**config.mk**
```make
export PLATFORM = sky130hd
export DESIGN_NAME = cdb_arbiter
export DESIGN_NICKNAME = d
export VERILOG_FILES = /design/src/rtl/cdb_arbiter.sv
export SDC_FILE = /design/constraint.sdc
export NUM_CORES = 1
export LEC_CHECK = 0
export BUFFER_PORTS_ARGS = -buffer_cell sky130_fd_sc_hd__buf_2
export CAP_MARGIN = 20
export CORE_AREA = 5 5 130 132
export CTS_BUF_LIST = sky130_fd_sc_hd__clkbuf_16
export DETAILED_ROUTE_END_ITERATION = 10
export DIE_AREA = 0 0 135 137
export GPL_ROUTABILITY_DRIVEN = 0
export HOLD_SLACK_MARGIN = 0.02
export SYNTH_ARGS = -nofsm -noshare
export SYNTH_HDL_FRONTEND = slang
export SYNTH_SLANG_ARGS = --single-unit
```
**constraint.sdc**
```tcl
create_clock -name clk -period 3.58 [get_ports clk]
set_clock_uncertainty 0.15 [all_clocks]
set_input_delay 0.537 -clock clk [delete_from_list [all_inputs] [get_ports clk]]
set_output_delay 0.537 -clock clk [all_outputs]
set_load 0.005 [all_outputs]
```
**src/rtl/cdb_arbiter.sv**
```systemverilog
// Common Data Bus arbiter: round-robin pick of one pending FU result per cycle,
// registered broadcast of tag/data, and a sticky per-source starvation watchdog.
module cdb_arbiter #(
    parameter int N_SRC    = 4,
    parameter int DATA_W   = 32,
    parameter int TAG_W    = 4,
    parameter int MAX_WAIT = 15,
    localparam int SRC_W   = (N_SRC > 1) ? $clog2(N_SRC) : 1,
    localparam int CNT_W   = $clog2(MAX_WAIT + 1)
) (
    input  logic                    clk,
    input  logic                    reset,
    input  logic [N_SRC-1:0]        src_valid,
    input  logic [N_SRC*TAG_W-1:0]  src_tag,
    input  logic [N_SRC*DATA_W-1:0] src_data,
    output logic                    cdb_valid,
    output logic [TAG_W-1:0]        cdb_tag,
    output logic [DATA_W-1:0]       cdb_data,
    output logic [SRC_W-1:0]        cdb_src,
    output logic [N_SRC-1:0]        src_grant,
    output logic                    starve_err
);

    logic [N_SRC-1:0] inflight;
    logic [SRC_W-1:0] rr_ptr;
    logic [CNT_W-1:0] wait_cnt [N_SRC];

    logic [N_SRC-1:0] eligible;
    logic             pick_valid;
    logic [SRC_W-1:0] pick_idx;
    logic [N_SRC-1:0] pick_onehot;
    logic [SRC_W-1:0] next_ptr;
    logic             any_max;

    // The source currently on the CDB still holds src_valid this edge; mask it.
    assign eligible = src_valid & ~inflight;

    // Scan from the farthest offset down so the nearest eligible index wins.
    always_comb begin
        pick_valid = 1'b0;
        pick_idx   = '0;
        for (int k = N_SRC - 1; k >= 0; k--) begin
            int idx;
            idx = int'(rr_ptr) + k;
            if (idx >= N_SRC) idx = idx - N_SRC;
            if (eligible[idx]) begin
                pick_valid = 1'b1;
                pick_idx   = SRC_W'(idx);
            end
        end
    end

    always_comb begin
        pick_onehot = '0;
        for (int i = 0; i < N_SRC; i++) begin
            if (pick_valid && (pick_idx == SRC_W'(i))) pick_onehot[i] = 1'b1;
        end
    end

    assign next_ptr = (pick_idx == SRC_W'(N_SRC - 1)) ? '0 : pick_idx + SRC_W'(1);

    always_comb begin
        any_max = 1'b0;
        for (int i = 0; i < N_SRC; i++) begin
            if (wait_cnt[i] == CNT_W'(MAX_WAIT)) any_max = 1'b1;
        end
    end

    always_ff @(posedge clk) begin
        if (reset) begin
            cdb_valid  <= 1'b0;
            cdb_tag    <= '0;
            cdb_data   <= '0;
            cdb_src    <= '0;
            src_grant  <= '0;
            inflight   <= '0;
            rr_ptr     <= '0;
            starve_err <= 1'b0;
        end else begin
            if (pick_valid) begin
                cdb_valid <= 1'b1;
                cdb_tag   <= src_tag[int'(pick_idx)*TAG_W +: TAG_W];
                cdb_data  <= src_data[int'(pick_idx)*DATA_W +: DATA_W];
                cdb_src   <= pick_idx;
                src_grant <= pick_onehot;
                inflight  <= pick_onehot;
                rr_ptr    <= next_ptr;
            end else begin
                cdb_valid <= 1'b0;
                src_grant <= '0;
                inflight  <= '0;
            end
            if (any_max) starve_err <= 1'b1;
        end
    end

    // Counts edges a source was eligible but lost; saturates rather than wraps.
    always_ff @(posedge clk) begin
        for (int i = 0; i < N_SRC; i++) begin
            if (reset) begin
                wait_cnt[i] <= '0;
            end else if (eligible[i] && !pick_onehot[i]) begin
                if (wait_cnt[i] != CNT_W'(MAX_WAIT)) wait_cnt[i] <= wait_cnt[i] + CNT_W'(1);
            end else begin
                wait_cnt[i] <= '0;
            end
        end
    end

endmodule

```
Word level (Yosys, flattened, before mapping)
Memories as Yosys holds them, arrays and structs flattened.
Cells that the tools add are included.
{"block": "word_totals", "ff_bits": 46, "ramBits": 16, "in_bits": 150, "out_inout_bits": 44, "wordCells": 138, "memories": 1}
{"name": "wait_cnt", "depth": 4, "word_bits": 4, "rd": 4, "rd_ports_with_merged_regs": 0, "wr": 4, "line_no": "26", "rtl": "logic [CNT_W-1:0] wait_cnt [N_SRC];"}
{"block": "op_classes", "n_addsub": 12, "order_cmp": 8, "n_eq_ne": 11, "shift": 2, "n_mux": 72, "n_bitwise": 11, "reduce_logical": 14}
{"operator": "$lt 32x4->1 const B", "n": 4}
{"operator": "$mux 32", "n": 4}
{"operator": "$shiftx 128x8->32", "n": 1}
{"operator": "$mux 1", "n": 51}
{"operator": "$mux 4", "n": 8}
{"operator": "$add 4x1->4 const B", "n": 4}
{"operator": "$eq 4x4->1 const B", "n": 4}
{"operator": "$ne 4x4->1 const B", "n": 4}
{"operator": "$shiftx 16x5->4", "n": 1}
{"operator": "$sub 3x3->4 const B", "n": 3}
{"operator": "$mux 2", "n": 5}
{"operator": "$ge 3x3->1 const B", "n": 3}
{"operator": "$bmux 1 s2", "n": 4}
{"operator": "$logic_and 1x1->1", "n": 8}
{"operator": "$or 1x1->1", "n": 8}
{"operator": "$add 2x2->3 const B", "n": 2}
{"operator": "$and 4x4->4", "n": 1}
{"operator": "$eq 2x2->1 const B", "n": 2}
{"operator": "$logic_not 1->1", "n": 4}
{"operator": "$not 4->4", "n": 1}
{"operator": "$sub 2x3->4 const B", "n": 1}
{"operator": "$add 2x1->3 const B", "n": 1}
{"operator": "$ge 2x3->1 const B", "n": 1}
{"operator": "$add 2x1->2 const B", "n": 1}
{"operator": "other kinds (4)", "n": 4}

Logic depth before layout (Yosys ltp)
{"block": "logic_depth", "word_depth": 20, "ltp_mapped": 10, "mapped_depth_nobuf": 8}

Least setup slack after synthesis
No wires, ideal clock.
{"block": "synth_path", "kind": "input port to flip-flop", "startpoint": "in src_valid[0]", "endpoint": "mem wait_cnt[0][0] (netlist bit), enable pin", "setup_ps": 315, "t_arrival_ps": 1959, "t_required_ps": 3115, "path_slack_ps": 1156, "stages": 8, "n_path_buf": 1, "cell_sequence": "or3b_1 -> a21oi_2 -> nor2_4 -> inv_2 -> buf_4 -> ha_1 -> nor3_1 -> nand4_1"}
{"item": "start: declaration", "line_no": "13", "rtl": "input logic [N_SRC-1:0] src_valid,"}
{"item": "end: declaration", "line_no": "26"}

==> impl_results.md <==
- Clock Tree Root: clkbuf_16
- Peak VDD IR: 289 µV
- DRT Wirelength: 12700 µm
- GRT Residual Overflow: 0
- Top Ports: 194
- Cells along the critical path: or3b_1 > a21oi_1 > nor3_2 > buf_4 > o21ai_1 > or2_2
- Register area: 1400 µm²
- Final min period: 2.66 ns
- Max incr delay on CP: 0.60 ns
- Routed WL per cell: 16.3 µm
- Setup TNS: 0 ns
- Cts hold-fix bufs: 0
- Synth unique cells: 41
- Setup CP Type: reg -> reg
- Die width: 135 µm
- FF-to-FF Start: rr_ptr[1]
- R2R setup slack: 0.92 ns
- Die footprint: 18500 µm²
- Fin area: 5290 µm²
- Clk_lat worst skew: 0.34 ns
- Post-route setup slack: 0.921 ns
- Fmax: 376 MHz
- MaxCap Viol Count: 0
- Drt initial violations: 112
- Synthesized Nets: 531
- RR Endpoint: wait_cnt[2][3]
- ANT nets after route: 0
- Final setup fails: 0
- Vias in the first global route: 3845
- DRC Markers: 0
- # clock sinks: 62
- Largest net degree at the start of global routing: 45
- GRT Overall Usage: 13.7%
- PortBufs: 193
- CTS Buf Count: 9
- Arr. time, crit path: 2.59 ns
- Yosys warning count: 0
- CTS tree: done
- Vias per std cell: 4.73
- Period utilization: 74.3%
- CTS max path bufs: 2
- Core box area: 15600 µm²
- Delay-heaviest family, CP: simple AND/OR/NAND/NOR gates
- Worst-path clk slew: 0.06 ns
- First-pass GRT wire length: 19800 µm
- Initial antenna violation count: 1
- Postcts setup bufs: 0
- Worst Setup Start Kind: register
- Seq/Total Area, Yosys: 37.0%
- R2R depth: 6
- Slew headroom: 43.6%
- Post-CTS resize count: 0
- Setup crit start: rr_ptr[1]
- # fillers: 1606
- Stages on the worst setup path: 6
- Standard-cell rows: 46
- CP max stage cell: buf_4
- PwrDens: 699 nW/µm²
- Outcome: completed
- HPWL Detailed: 9420 µm
- RSZ-0062 raised after global routing: false
- Nets: 713
- Netlist Area Pre-Place: 3780 µm²
- Layout cells sized above 1: 46.7%
- Leakage: 2.26 nW
- Pins Over Slew Limit: 0
- Drt first pass iters: 4
- Die height: 137 µm
- Critical Path Sink: wait_cnt[2][3]
- Register bit count reported by yosys: 62
- Measured slew at the worst slew-check pin: 0.847 ns
- CP required: 3.51 ns
- Placement Cell Area: 4950 µm²
- Final Hold Fails: 0
- Crit path capture type: register
- Mean Syn Cell Area: 10.1 µm²
- Worst Path Max Fanout: 39
- H-tree depth: 3
- Initial Utilization: 24.2%
- Area of the multi-input gates: 2230 µm²
- # diodes: 0
- DR vias: 3682
- Synth-to-layout area growth: 39.9%
- CP Buf/Inv Count: 1
- Dpl ws: 0.669 ns
- HP Class: reg -> reg
- Cells after synthesis: 376
- HP Start: cdb_src[1]
## state kept, by name, indices dropped and copies added (netlist names)
register	cells
cdb_src	2
starve_err	1
wait_cnt	16
cdb_data	32
rr_ptr	2
inflight	4
cdb_tag	4
cdb_valid	1
## Yosys cell counts, drive strengths merged
| cell type | instances | area, µm² |
|---|---|---|
| o21ai | 5 | 25.0 |
| o31ai | 1 | 12.5 |
| and2 | 1 | 6.26 |
| a21oi | 11 | 58.8 |
| nor4 | 4 | 25.0 |
| dfxtp | 46 | 921 |
| a311oi | 1 | 26.3 |
| nand3 | 5 | 25.0 |
| xor2 | 2 | 17.5 |
| a2111oi | 37 | 549 |
| inv | 4 | 15.0 |
| nand4b | 2 | 17.5 |
| xnor2 | 4 | 35.0 |
| nand2 | 8 | 30.0 |
| or2 | 2 | 12.5 |
| nor3 | 7 | 35.0 |
| nand3b | 2 | 15.0 |
| clkbuf | 16 | 60.1 |
| ha | 5 | 62.6 |
| a211oi | 36 | 270 |
| and3 | 3 | 18.8 |
| nor2 | 53 | 206 |
| nor2b | 2 | 12.5 |
| and2b | 1 | 7.51 |
| nand4 | 2 | 12.5 |
| buf | 15 | 92.6 |
| nor3b | 39 | 298 |
| edfxtp | 16 | 480 |
| mux2i | 36 | 360 |
| maj3 | 1 | 10.0 |
| or3b | 3 | 26.3 |
| nand2b | 6 | 37.5 |
## stage by stage
stage          power (W)  hold slack (ns)  utilization [%]  cells
2_1_floorplan    0.00222            0.319                -    376
3_3_place_gp     0.00274            0.327             31.8    763
4_1_cts          0.00377            0.344             33.9    779
6_report         0.00370            0.337             33.9    779
3_5_place_dp     0.00279            0.329             31.8    763
5_1_grt          0.00396            0.381             33.9    779
## power breakdown
| part | internal, W | switching, W |
|---|---|---|
| Clock | 0.000627 | 0.000340 |
| Combinational | 0.000706 | 0.000996 |
| Sequential | 0.000913 | 0.000118 |
| Total | 0.00225 | 0.00145 |
## worst min path at each step
stage	slack, ns	to	depth (start not counted)
final	0.34	cdb_src[1]	2
after global routing	0.38	cdb_src[1]	2
after CTS	0.34	cdb_src[1]	2
after detailed placement	0.33	cdb_src[1]	2
after global placement	0.33	cdb_src[1]	2
after floorplan	0.32	starve_err	2
## cell families (layout without fill, tap and decap cells)
| logic type | after synthesis | after routing | share of synthesized area (%) |
|---|---|---|---|
| buffers and inverters | 35 | 222 | 4.43 |
| and+or+nand+nor | 140 | 140 | 20.8 |
| AOI/OAI and AO/OA | 91 | 91 | 24.9 |
| adders and majority gates | 6 | 6 | 1.92 |
| DFF | 62 | 62 | 37.0 |
| muxes | 36 | 36 | 9.53 |
| xor gates and xnor gates | 6 | 6 | 1.39 |
## tightest hold or removal path, stage by stage, from the launching register on
cell,delay [ns]
dfxtp_1,0.32
a21oi_1,0.06
nor2_1,0.07
## metal layers
layer | GRT usage (%) | vias to the layer above | share of wire (%)
met1 | 15.7 | 1696 | 41
met3 | 4.49 | 17 | 7.4
met5 | 0 | - | 0.10
li1 | - | 1824 | -
met2 | 24.0 | 143 | 50
met4 | 4.70 | 2 | 1.7
## layout make-up
cell class,instances,share of cell area (%)
Multi-Input combinational cell,279,42.2
Sequential cell,62,26.5
Timing Repair Buffer,202,19.5
Clock buffer,11,5.20
Tap cell,216,5.11
Clock inverter,5,1.16
Inverter,4,0.284
## layout by cell type, fill, tap and decap left out, types with 4 or more instances in the layout
master       n
ha_1         5
nand2_1      8
a2111oi_2   36
nor2_1      52
edfxtp_1    16
nand2b_1     6
nor3_1       6
nand3_1      5
nor3b_1     38
a21oi_1     10
buf_4        9
buf_2      193
xnor2_1      4
a211oi_1    36
clkbuf_16   11
dfxtp_1     46
mux2i_1     36
nor4_1       4
No activity file was read; power rests on OpenSTA's default activity.
